$ cat config.mk
export PLATFORM = sky130hd
export DESIGN_NAME = layer4_fc2
export DESIGN_NICKNAME = d
export VERILOG_FILES = /design/src/rtl/layer4_fc2.sv
export SDC_FILE = /design/constraint.sdc
export NUM_CORES = 1
export LEC_CHECK = 0
export ABC_AREA = 1
export CAP_MARGIN = 25
export CORE_ASPECT_RATIO = 1.5
export CORE_MARGIN = 4
export CORE_UTILIZATION = 37
export CTS_CLUSTER_DIAMETER = 100
export DETAILED_ROUTE_END_ITERATION = 8
export PLACE_DENSITY_LB_ADDON = 0.2
export SYNTH_ARGS = -nofsm -noshare
export SYNTH_HDL_FRONTEND = slang
export SYNTH_SLANG_ARGS = --single-unit
$ cat constraint.sdc
create_clock -name clk -period 1.4 [get_ports clk]
set_input_delay 0.21 -clock clk [delete_from_list [all_inputs] [get_ports clk]]
set_output_delay 0.21 -clock clk [all_outputs]
set_load 0.005 [all_outputs]
$ cat src/rtl/layer4_fc2.sv
// FC2 32->10: one time-multiplexed int8 MAC over ROM weights, int32 logits streamed serially.
// Build option FC2_ARGMAX_EN adds the arg-max comparator driving pred_class/pred_valid.

module rom_FC2_WEIGHTS #(
  parameter int ADDR_WIDTH = 9,
  parameter int DATA_WIDTH = 8,
  parameter int DEPTH      = 320
) (
  input  logic                  clk,
  input  logic [ADDR_WIDTH-1:0] addr,
  output logic [DATA_WIDTH-1:0] q
);
  logic [DATA_WIDTH-1:0] mem [DEPTH];

  always_ff @(posedge clk) q <= mem[addr];
endmodule

module rom_FC2_BIASES_INT32 #(
  parameter int ADDR_WIDTH = 4,
  parameter int DATA_WIDTH = 32,
  parameter int DEPTH      = 10
) (
  input  logic                  clk,
  input  logic [ADDR_WIDTH-1:0] addr,
  output logic [DATA_WIDTH-1:0] q
);
  logic [DATA_WIDTH-1:0] mem [DEPTH];

  always_ff @(posedge clk) q <= mem[addr];
endmodule

module layer4_fc2 #(
  parameter int             IN_LEN     = 32,
  parameter int             OUT_LEN    = 10,
  parameter logic [8*64-1:0] W_MEM_FILE = "rtl/weights/FC2_WEIGHTS.mem",
  parameter logic [8*64-1:0] B_MEM_FILE = "rtl/weights/FC2_BIASES_INT32.mem"
) (
  input  logic        clk,
  input  logic        rst_n,
  input  logic        valid_in,
  input  logic [31:0] in_data,
  output logic [31:0] out_data,
  output logic        out_valid,
  output logic [3:0]  pred_class,
  output logic        pred_valid,
  output logic        busy
);
  typedef enum logic [1:0] {S_LOAD, S_COMPUTE, S_OUTPUT} state_t;

  localparam logic [4:0] LAST_IN  = 5'(IN_LEN - 1);
  localparam logic [3:0] LAST_OC  = 4'(OUT_LEN - 1);
  localparam logic [3:0] OUT_DONE = 4'(OUT_LEN);

  state_t             state;
  logic [4:0]         in_idx;
  logic [3:0]         oc;
  logic [5:0]         sc;
  logic [3:0]         out_idx;
  logic signed [31:0] acc;
  logic [7:0]         w_q;
  logic [31:0]        b_q;
  logic [8:0]         w_addr;
  logic [4:0]         fidx;
  logic signed [15:0] prod;
  logic signed [7:0]  feature_buf [IN_LEN];
  logic signed [31:0] logit [OUT_LEN];

  // ROM file names are consumed by the ROM image flow; the upper input byte lanes carry nothing.
  logic unused_bits;
  assign unused_bits = ^{in_data[31:8], W_MEM_FILE, B_MEM_FILE};

  assign w_addr = {oc, sc[4:0]};
  assign fidx   = sc[4:0] - 5'd1;
  assign prod   = feature_buf[fidx] * $signed(w_q);
  assign busy   = (state != S_LOAD);

  rom_FC2_WEIGHTS #(.ADDR_WIDTH(9), .DATA_WIDTH(8), .DEPTH(320)) u_w_rom (
    .clk  (clk),
    .addr (w_addr),
    .q    (w_q)
  );

  rom_FC2_BIASES_INT32 #(.ADDR_WIDTH(4), .DATA_WIDTH(32), .DEPTH(10)) u_b_rom (
    .clk  (clk),
    .addr (oc),
    .q    (b_q)
  );

  // Slot cycle sc: weight for k issued at sc=k, arrives at sc=k+1 alongside feature k.
  always_ff @(posedge clk or negedge rst_n) begin
    if (!rst_n) begin
      state     <= S_LOAD;
      in_idx    <= 5'd0;
      oc        <= 4'd0;
      sc        <= 6'd0;
      out_idx   <= 4'd0;
      acc       <= 32'sd0;
      out_data  <= 32'd0;
      out_valid <= 1'b0;
    end else begin
      out_valid <= 1'b0;
      case (state)
        S_LOAD: begin
          if (valid_in) begin
            if (in_idx == LAST_IN) begin
              in_idx <= 5'd0;
              oc     <= 4'd0;
              sc     <= 6'd0;
              state  <= S_COMPUTE;
            end else begin
              in_idx <= in_idx + 5'd1;
            end
          end
        end
        S_COMPUTE: begin
          if (sc == 6'd0) acc <= 32'sd0;
          else if (sc <= 6'd32) acc <= acc + {{16{prod[15]}}, prod};
          if (sc == 6'd33) begin
            sc <= 6'd0;
            if (oc == LAST_OC) begin
              oc      <= 4'd0;
              out_idx <= 4'd0;
              state   <= S_OUTPUT;
            end else begin
              oc <= oc + 4'd1;
            end
          end else begin
            sc <= sc + 6'd1;
          end
        end
        S_OUTPUT: begin
          // Extra cycle after the last logit keeps busy high while out_valid is still up.
          if (out_idx == OUT_DONE) begin
            state <= S_LOAD;
          end else begin
            out_data  <= logit[out_idx];
            out_valid <= 1'b1;
            out_idx   <= out_idx + 4'd1;
          end
        end
        default: state <= S_LOAD;
      endcase
    end
  end

  always_ff @(posedge clk) begin
    if (state == S_LOAD && valid_in) feature_buf[in_idx] <= in_data[7:0];
    if (state == S_COMPUTE && sc == 6'd33) logit[oc] <= acc + b_q;
  end

`ifdef FC2_ARGMAX_EN
  logic signed [31:0] best_val;
  logic [3:0]         best_idx;

  // Strict greater-than keeps the lowest index on ties.
  always_ff @(posedge clk or negedge rst_n) begin
    if (!rst_n) begin
      best_val   <= 32'sd0;
      best_idx   <= 4'd0;
      pred_class <= 4'd0;
      pred_valid <= 1'b0;
    end else begin
      pred_valid <= 1'b0;
      if (state == S_OUTPUT) begin
        if (out_idx == OUT_DONE) begin
          pred_class <= best_idx;
          pred_valid <= 1'b1;
        end else if (out_idx == 4'd0 || logit[out_idx] > best_val) begin
          best_val <= logit[out_idx];
          best_idx <= out_idx;
        end
      end
    end
  end
`else
  assign pred_class = 4'd0;
  assign pred_valid = 1'b0;
`endif

endmodule

==> results.txt <==
The run finished, with violations left. The final reports fail on setup timing. The number of I/O port buffers is 4. After detailed routing, the average wire length per cell comes to 10.0 µm. The number of inserted diodes is 0, and the async set-reset flop share out of synthesis is 100%. For the number of rows in the core area, the log shows 28. Before antenna repair, the detailed router went through 4 iterations.

On the final layout, the worst clock skew is 0.00199 ns. The count of antenna-violating nets left after detailed routing was 0. After synthesis, the largest area contributor takes up 36.4% of total cell area.

Setup violations remaining at the end of the flow were counted as 13. At the worst endpoint, the arrival time is 1.67 ns. Sequential cells burn 59.7% of the power. Summed over all failing endpoints, the final setup total negative slack is -1.04 ns. The shortest period the worst path allows was 1.52 ns; the total internal power was 833 µW. The clock passes through at most 2 buffers. TritonCTS built the clock tree. Global routing used 1.49% of the available met3 tracks. The placed wire-length estimate was 1.94 mm; the initial antenna violation count was 0.

For this design, the CTS-stage hold fixing added 0 buffers. Using the TritonRoute via totals, the vias-per-cell ratio works out to 4.30. For met2 alone, demand over resource in global routing was 18.4%. The area growth from synthesis to layout is 18.7%. After technology mapping, the gate count stands at 193. The analysis attributes to cell leakage a power of 0.000932 µW. The setup slack of the critical path after layout is -0.124 ns. The clock drives 22 sinks.

The number of levels the H-tree was split into was 1; the total length of routed wires was 2.68 mm. In the final layout, the share of cells above drive strength 1 is 28.4%. Via count of the first global-routing pass: 1062.

The die width came out at 60.2 µm. The first global-routing pass estimated 4.49 mm of wire. By area the synthesized netlist is led by sky130_fd_sc_hd__dfrtp_1 36%, sky130_fd_sc_hd__buf_4 18%, sky130_fd_sc_hd__nand2_1 9.7%. Ranked by instance count, the synthesized netlist is headed by 39 x sky130_fd_sc_hd__nand2_1, 37 x sky130_fd_sc_hd__buf_4, 23 x sky130_fd_sc_hd__inv_1. Total number of yosys warnings: 0. Cell taking the most area after synthesis: sky130_fd_sc_hd__dfrtp_1. For the starting density of the core, the log shows 38.2%. Leading cell type by number of instances after synthesis: sky130_fd_sc_hd__nand2_1. The max-slew violation count is 0. The part of the total power dissipated in the clock network is 36.1%. The fraction of power consumed by combinational cells came out at 4.2%.

Path class of the lowest-slack min-delay path: primary input to asynchronous set/reset pin. The first routing iteration left 9 violations. The total overflow left after global routing is 0. Setup repair after global routing could not meet its margin everywhere.

The net switching fraction of the power came out at 21.6%. The final layout net count is 265, and the number of synthesized register bits is 22. The worst-case IR drop observed on VDD is 0.000468 V. In this run the power spent charging and discharging nets is 230 µW.

The tools report the critical path launch point type as a flip-flop. Power spread over the standard cell area amounts to 593 nW/µm². The worst slack after detailed placement is -0.0980 ns, and the count of flip-flops with a built-in enable after synthesis is 0. After clock tree synthesis, the clock-pin slew on the worst setup and hold paths is 0.08 ns.

Derived from the worst setup path, the maximum achievable clock frequency is 656 MHz. Summing over every cut layer, the via total after detailed routing is 1149. Counting distinct cell types in the post-synthesis netlist gives 26. The final weighted congestion in routability-driven placement is 0.777. The run gives 13.3% as the met1 layer usage reported by global route.

The most used routing layer was met2. The final-report hold violation count was 0. In this run the clock root is driven by a sky130_fd_sc_hd__clkbuf_8.

Max-capacitance violation count: 0. The area of the placeable core is 3960 µm², and the overall track demand over capacity in global routing is 11.2%. The final routed DRC violation total was 0; the number of buffers created by CTS was 3. The die boundary height is 86.3 µm, and the largest fanout on the critical path is 8. Element type at the critical path end: a flip-flop. In this run the count of I/O pins placed on the die edge is 74.

Entering global routing, the biggest net connects 23 pins. The die area is 5190 µm², and the sequential share of the synthesized area is 36.4%. At the worst endpoint, the required time is 1.55 ns. Clock latency on the worst-skew pair, taken at its later pin, is 0.26 ns.

The worst setup path is of the flip-flop to flip-flop kind. The post-route clock period utilization was 109%. The synthesized netlist occupies a cell area of 1510 µm². The average size of a mapped cell is 7.83 µm². The most used flip-flop cell after synthesis is sky130_fd_sc_hd__dfrtp_1.
-- final cells by class --
class,instances,area (µm²)
multi-input cells,145,821
repair buffers,27,223
fillers,415,2160
clock buffers,3,41.3
flip-flops and latches,22,552
inverters,25,101
well taps,45,56.3
-- through the flow --
stage                     area (µm²)  util, %  instances  power (µW)  hold slack [ns]
after global placement          1570     39.7        253         691            0.474
after global routing            1790     45.3        267        1130            0.334
after CTS                       1640     41.4        259        1090            0.330
after floorplan                 1660        -        229         744          -0.0856
after detailed placement        1570     39.7        253         691            0.480
final                           1790     45.3        267        1060            0.314
-- worst paths after layout --
kind | from | end | slack, ns | cells past startpoint
min in group clk | in_idx[4]$_DFFE_PN0P_ | in_idx[4]$_DFFE_PN0P_ | 0.49 | 2
max in group asynchronous | rst_n | state[1]$_DFFE_PN0P_ | 0.84 | 2
hold reg to reg | in_idx[4]$_DFFE_PN0P_ | in_idx[4]$_DFFE_PN0P_ | 0.49 | 2
hold / removal | rst_n | out_valid$_DFF_PN0_ | 0.31 | 2
setup / recovery | in_idx[0]$_DFFE_PN0P_ | oc[2]$_DFFE_PN0P_ | -0.12 | 9
setup reg to reg | in_idx[0]$_DFFE_PN0P_ | oc[2]$_DFFE_PN0P_ | -0.12 | 9
-- routing by layer --
layer  wire length [µm]  part of all wire (%)
met4                 35                   1.3
met3                174                   6.5
met1               1050                    39
met2               1420                    53
met5                  0                     0
-- power groups by stage --
stage / clock, µW / combinational (µW) / sequential, µW
after global routing: 443 / 54.4 / 635
after detailed placement: 0 / 43.8 / 647
after CTS: 407 / 43.9 / 635
after global placement: 0 / 43.7 / 647
after floorplan: 0 / 96.5 / 648
final: 384 / 44.8 / 635
-- timing repair --
action	4_1_cts	5_1_grt
endpoints found under the setup margin	11	20
pin swaps	1	16
gates resized for setup	2	33
buffers inserted	3	8
-- layout by cell type, fill, tap and decap left out, drive strengths merged, types with 2 or more instances in the layout --
master / Yosys / layout
o21ai: 10 / 10
buf: 37 / 23
xor2: 2 / 2
dfrtp: 22 / 22
conb: 1 / 37
ha: 6 / 6
clkdlybuf4s50: 0 / 3
a21oi: 2 / 2
nor2: 18 / 18
inv: 25 / 25
o21bai: 2 / 2
nor3: 2 / 2
o22ai: 4 / 4
nand3: 12 / 12
nand4: 3 / 3
nand2: 44 / 44
clkbuf: 0 / 3
-- worst max-delay path, stage by stage (launching register included) --
cell and delay, ns:
sky130_fd_sc_hd__dfrtp_1 0.36, sky130_fd_sc_hd__ha_2 0.19, sky130_fd_sc_hd__nand2_2 0.05, sky130_fd_sc_hd__nor2_2 0.08, sky130_fd_sc_hd__ha_2 0.20, sky130_fd_sc_hd__nand2_2 0.07
sky130_fd_sc_hd__a21oi_4 0.22, sky130_fd_sc_hd__nand2_4 0.11, sky130_fd_sc_hd__nand2_1 0.08, sky130_fd_sc_hd__o21ai_1 0.05
-- sequential cells by signal (all words and copies together), names as in the netlist --
signal     cells
sc             6
in_idx         5
oc             4
out_idx        4
state          2
out_valid      1
-- logic make-up (layout without fill, tap and decap cells) --
kind of cell | count (synthesis) | after routing | synth area share [%]
flip-flops | 22 | 22 | 36.4
AO/OA/AOI/OAI | 19 | 19 | 7.37
buffers and inverters | 62 | 55 | 24.6
adder cells (fa/ha/maj) | 6 | 6 | 4.97
XOR/XNOR | 3 | 3 | 1.74
other | 1 | 37 | 0.248
AND/OR/NAND/NOR | 80 | 80 | 24.7
No activity file was read; power rests on OpenSTA's default activity.
